===== src/rtl/pwm_meter.sv =====
// Square/PWM input meter: reports period and high time (clk cycles) per accepted cycle.
// Optional glitch filter between synchronizer and edge detect: define PWM_METER_FILT_EN.
module pwm_meter #(
  parameter int CNT_W       = 24,
  parameter int SYNC_STAGES = 2,
  parameter int MIN_PERIOD  = 4,
  parameter int FILT_LEN    = 3
) (
  input  logic             clk,
  input  logic             rst,
  input  logic             sig_in,
  output logic [CNT_W-1:0] period_out,
  output logic [CNT_W-1:0] high_out,
  output logic             meas_valid,
  output logic             stalled,
  output logic [7:0]       meas_cnt
);

  typedef enum logic [1:0] {IDLE, HIGH, LOW} state_t;

  localparam logic [CNT_W-1:0] CNT_MAX = '1;
  localparam logic [CNT_W-1:0] CNT_ONE = CNT_W'(1);
  localparam logic [CNT_W-1:0] CNT_MIN = CNT_W'(MIN_PERIOD);

  if (SYNC_STAGES < 2 || FILT_LEN < 1) begin : g_bad_param
    $error("pwm_meter: SYNC_STAGES must be >= 2 and FILT_LEN >= 1");
  end

  logic [SYNC_STAGES-1:0] sync_q;
  logic                   s;
  logic                   lvl;
  logic                   lvl_d_q;
  logic                   rise;
  logic                   fall;

  always_ff @(posedge clk) begin
    if (rst) begin
      sync_q <= '0;
    end else begin
      sync_q <= {sync_q[SYNC_STAGES-2:0], sig_in};
    end
  end

  assign s = sync_q[SYNC_STAGES-1];

`ifdef PWM_METER_FILT_EN
  localparam int FCNT_W = (FILT_LEN < 2) ? 1 : $clog2(FILT_LEN);

  logic              filt_q;
  logic [FCNT_W-1:0] fcnt_q;

  // Level flips on the FILT_LEN-th consecutive disagreeing sample.
  always_ff @(posedge clk) begin
    if (rst) begin
      filt_q <= 1'b0;
      fcnt_q <= '0;
    end else if (s != filt_q) begin
      if (fcnt_q == FCNT_W'(FILT_LEN - 1)) begin
        filt_q <= s;
        fcnt_q <= '0;
      end else begin
        fcnt_q <= fcnt_q + 1'b1;
      end
    end else begin
      fcnt_q <= '0;
    end
  end

  assign lvl = filt_q;
`else
  assign lvl = s;
`endif

  always_ff @(posedge clk) begin
    if (rst) begin
      lvl_d_q <= 1'b0;
    end else begin
      lvl_d_q <= lvl;
    end
  end

  assign rise = lvl & ~lvl_d_q;
  assign fall = ~lvl & lvl_d_q;

  state_t           state_q, state_d;
  logic [CNT_W-1:0] cnt_q, cnt_d;
  logic [CNT_W-1:0] hi_q, hi_d;
  logic [CNT_W-1:0] period_q, period_d;
  logic [CNT_W-1:0] high_q, high_d;
  logic             valid_q, valid_d;
  logic             stall_q, stall_d;
  logic [7:0]       mcnt_q, mcnt_d;

  always_ff @(posedge clk) begin
    if (rst) begin
      state_q  <= IDLE;
      cnt_q    <= '0;
      hi_q     <= '0;
      period_q <= '0;
      high_q   <= '0;
      valid_q  <= 1'b0;
      stall_q  <= 1'b0;
      mcnt_q   <= '0;
    end else begin
      state_q  <= state_d;
      cnt_q    <= cnt_d;
      hi_q     <= hi_d;
      period_q <= period_d;
      high_q   <= high_d;
      valid_q  <= valid_d;
      stall_q  <= stall_d;
      mcnt_q   <= mcnt_d;
    end
  end

  always_comb begin
    state_d  = state_q;
    cnt_d    = cnt_q;
    hi_d     = hi_q;
    period_d = period_q;
    high_d   = high_q;
    valid_d  = 1'b0;
    stall_d  = stall_q;
    mcnt_d   = mcnt_q;
    case (state_q)
      IDLE: begin
        if (rise) begin
          cnt_d   = CNT_ONE;
          state_d = HIGH;
        end
      end
      HIGH: begin
        if (cnt_q == CNT_MAX) begin
          stall_d = 1'b1;
          cnt_d   = '0;
          state_d = IDLE;
        end else begin
          cnt_d = cnt_q + CNT_ONE;
          if (fall) begin
            hi_d    = cnt_q;
            state_d = LOW;
          end
        end
      end
      LOW: begin
        // A rise in the same cycle as saturation still closes the period.
        if (rise) begin
          if (cnt_q >= CNT_MIN) begin
            period_d = cnt_q;
            high_d   = hi_q;
            valid_d  = 1'b1;
            mcnt_d   = mcnt_q + 8'd1;
            stall_d  = 1'b0;
          end
          cnt_d   = CNT_ONE;
          state_d = HIGH;
        end else if (cnt_q == CNT_MAX) begin
          stall_d = 1'b1;
          cnt_d   = '0;
          state_d = IDLE;
        end else begin
          cnt_d = cnt_q + CNT_ONE;
        end
      end
      default: begin
        state_d = IDLE;
        cnt_d   = '0;
      end
    endcase
  end

  assign period_out = period_q;
  assign high_out   = high_q;
  assign meas_valid = valid_q;
  assign stalled    = stall_q;
  assign meas_cnt   = mcnt_q;

endmodule


===== config.mk =====
export PLATFORM = sky130hd
export DESIGN_NAME = pwm_meter
export DESIGN_NICKNAME = d
export VERILOG_FILES = /design/src/rtl/pwm_meter.sv
export SDC_FILE = /design/constraint.sdc
export NUM_CORES = 1
export LEC_CHECK = 0
export BUFFER_PORTS_ARGS = -buffer_cell sky130_fd_sc_hd__buf_2
export CAP_MARGIN = 20
export CORE_MARGIN = 3
export CORE_UTILIZATION = 55
export DETAILED_ROUTE_END_ITERATION = 8
export PLACE_DENSITY = 0.8
export SETUP_SLACK_MARGIN = 0.5
export SLEW_MARGIN = 20
export SYNTH_ARGS = -nofsm -noshare
export SYNTH_HDL_FRONTEND = slang
export SYNTH_SLANG_ARGS = --single-unit

===== constraint.sdc =====
create_clock -name clk -period 2.6 [get_ports clk]
set_input_delay 0.52 -clock clk [delete_from_list [all_inputs] [get_ports clk]]
set_output_delay 0.52 -clock clk [all_outputs]
set_load 0.02 [all_outputs]

==> qor.txt <==
status: complete, no violations
total grt overflow: 0
Starting Density: 0.572
Slew Limit Fails: 0
Area Growth Syn to Fin: 11.2%
Required @ worst endpoint: 2.85 ns
CP max FO: 27
crit path kind: flop to flop
largest area contributor in the netlist: dfxtp_1
antenna violation net count after detailed routing: 0
post-synth design cell area: 4750 um2
n_diodes: 0
first-pass GRT wire length: 17,500 um
cell with the most instances after synthesis: nand2_1
GPL Wtd Cong: 0.942
HP Start: sig_in
actual slew at the worst max-slew pin: 0.450 ns
async set-reset flop share out of synthesis: 0
largest net degree at the start of global routing: 41
Worst-Skew Late Latency: 0.36 ns
post-synthesis cell type count: 60
Routed met2 length: 5050 um
Primary FF master, synth: dfxtp_1
Residual DRC: 0
vias in the first global route: 3,698
CTS Root Buffer Type: clkbuf_8
DIE WIDTH: 98.9 um
DP Area: 4960 um2
Worst slew margin: 0.700
Clock transition at path regs: 0.10 ns
fin cells: 708
Leak: 0.00217 uW
FP Rows: 33
CTS buffer count: 9
via count: 4,166
Worst EP arrival: 2.28 ns
final setup fails: 0
Syn Area/Cell: 8.50 um2
synth top area cells: dfxtp_1, nand2_1, a21oi_1
hold worst-path end: sync_q[0]
Tot GR Track Use: 0.215
fmax: 492 MHz
EDFF count, synth: 0
DR WL/cell: 15.2 um
R2R Setup Slk: 0.57 ns
dpl cells: 686
commonest cells in the netlist: nand2_1, dfxtp_1, a21oi_1
hold crit path type: input port to flop
# IOs: 61
power density over the cells: 538 nW/um2
via-per-instance ratio: 5.88
unrepaired setup endpoints after global routing: false
FF-to-FF End: cnt_q[9]
fin crit period: 2.03 ns
Die ar.: 9790 um2
CTS max path bufs: 2
total core area: 8300 um2
Initial DRC Count: 422
Hold Path Cell Cnt: 2
final hold violation count: 0
Hold WS: 0.381 ns
Synth Register Bits: 111
number of synthesis warnings: 0
Reg2Reg Depth: 6
peak supply drop: 0.344 mV
Cells after Synth: 559
CTS sink count: 111
top layer in use: met4
post-DP HPWL: 7260 um
DIE HEIGHT: 98.9 um
crit end category: flop
register area share after synthesis: 0.468
Worst Setup Start Kind: flop
Worst Clk Skew: 0.0119 ns
design area: 5280 um2
number of port buffers: 60
Final period util: 0.781
TNS Setup: 0 ns
Max Cap Violations: 0
fraction of layout cells with a size suffix above 1: 0.212
final wirelength: 10,800 um
DR WL met3: 716 um
First-pass DRT Iterations: 5
TritonCTS clock tree: built
H-tree depth: 3
initial antenna violation count: 0
Total Nets Final: 604
metal1 wirelength: 4860 um
reg2reg start: cnt_q[5]
syn nets: 565
post-synth top area share: 0.468
-- what timing repair did --
item,in CTS,in global routing
buffers inserted,0,5
gates cloned,0,1
gates resized for setup,5,18
hold buffers,0,0
pin swaps,0,4
setup endpoints to repair,32,81
-- layout make-up --
| cell class | instances | area [um2] |
|---|---|---|
| sequential | 111 | 2250 |
| multi-input combinational | 390 | 2190 |
| tap | 105 | 131 |
| clock inverter | 6 | 67.6 |
| inverter | 6 | 22.5 |
| fill | 671 | 3020 |
| clock buffer | 10 | 138 |
| timing repair buffer | 80 | 484 |
-- power by group --
group	leakage (uW)	switching [uW]	internal (uW)	total [uW]
clock network	0.0000989	570	476	1050
registers	0.000902	6.36	1700	1710
logic	0.00117	64.9	26.5	91.4
total	0.00217	642	2200	2840
-- metrics by stage --
stage               setup WS, ns  utilization  total power [uW]
floorplan                  0.595            -              1820
global placement           0.531        0.598              1840
detailed placement         0.455        0.598              1840
CTS                        0.532        0.623              2870
global route               0.494        0.637              2930
finish                     0.569        0.637              2840
-- cell usage in the layout (no fill, tap or decap), types with 6 or more instances in the layout --
cell | netlist | final
dfxtp_2 | 0 | 10
nand3_1 | 19 | 19
a31oi_1 | 18 | 18
nand4_1 | 12 | 12
a21oi_1 | 58 | 58
o21ai_0 | 8 | 8
inv_1 | 6 | 6
nand2b_1 | 6 | 6
nand2_1 | 125 | 123
buf_4 | 10 | 17
clkbuf_8 | 4 | 10
dfxtp_1 | 111 | 98
mux2i_1 | 24 | 23
nor2_1 | 43 | 43
buf_2 | 12 | 60
-- worst max-delay path by stage --
| stage | cells after the start | start | end | slack, ns |
|---|---|---|---|---|
| 2_1_floorplan | 7 | cnt_q[0] | cnt_q[2] | 0.59 |
| 3_3_place_gp | 6 | cnt_q[14] | hi_q[10] | 0.53 |
| 3_5_place_dp | 6 | cnt_q[14] | hi_q[3] | 0.45 |
| 4_1_cts | 6 | cnt_q[16] | hi_q[20] | 0.53 |
| 5_1_grt | 6 | cnt_q[16] | hi_q[20] | 0.49 |
| 6_report | 6 | cnt_q[5] | cnt_q[9] | 0.57 |
-- flip-flops by register name, indices dropped and copies added (netlist names) --
signal / count
cnt_q: 24
hi_q: 24
high_out: 24
period_out: 24
meas_cnt: 8
state_q: 2
sync_q: 2
lvl_d_q: 1
meas_valid: 1
stalled: 1
-- metal layers --
layer  track usage  vias up
met3        0.0340       16
met1         0.299     1995
li1              -     2001
met5             0        -
met2         0.342      154
met4        0.0693        0
-- critical path, cell delays in order (launching register included) --
cell,delay [ns]
dfxtp_1,0.57
nand3_1,0.22
nor4_4,0.31
a41oi_2,0.15
buf_4,0.25
a31o_1,0.24
a22o_1,0.18
-- cell families (layout without fill, tap and decap cells) --
kind of cell / count (synthesis) / in the layout / synth area share
compound gates: 108 / 108 / 0.136
xor+xnor: 7 / 7 / 0.0129
fa+ha+maj: 3 / 3 / 0.00790
buf+inv: 58 / 102 / 0.0782
flops: 111 / 111 / 0.468
mux: 24 / 24 / 0.0506
simple gates: 248 / 248 / 0.246
Power figures use the tool's default switching activity.
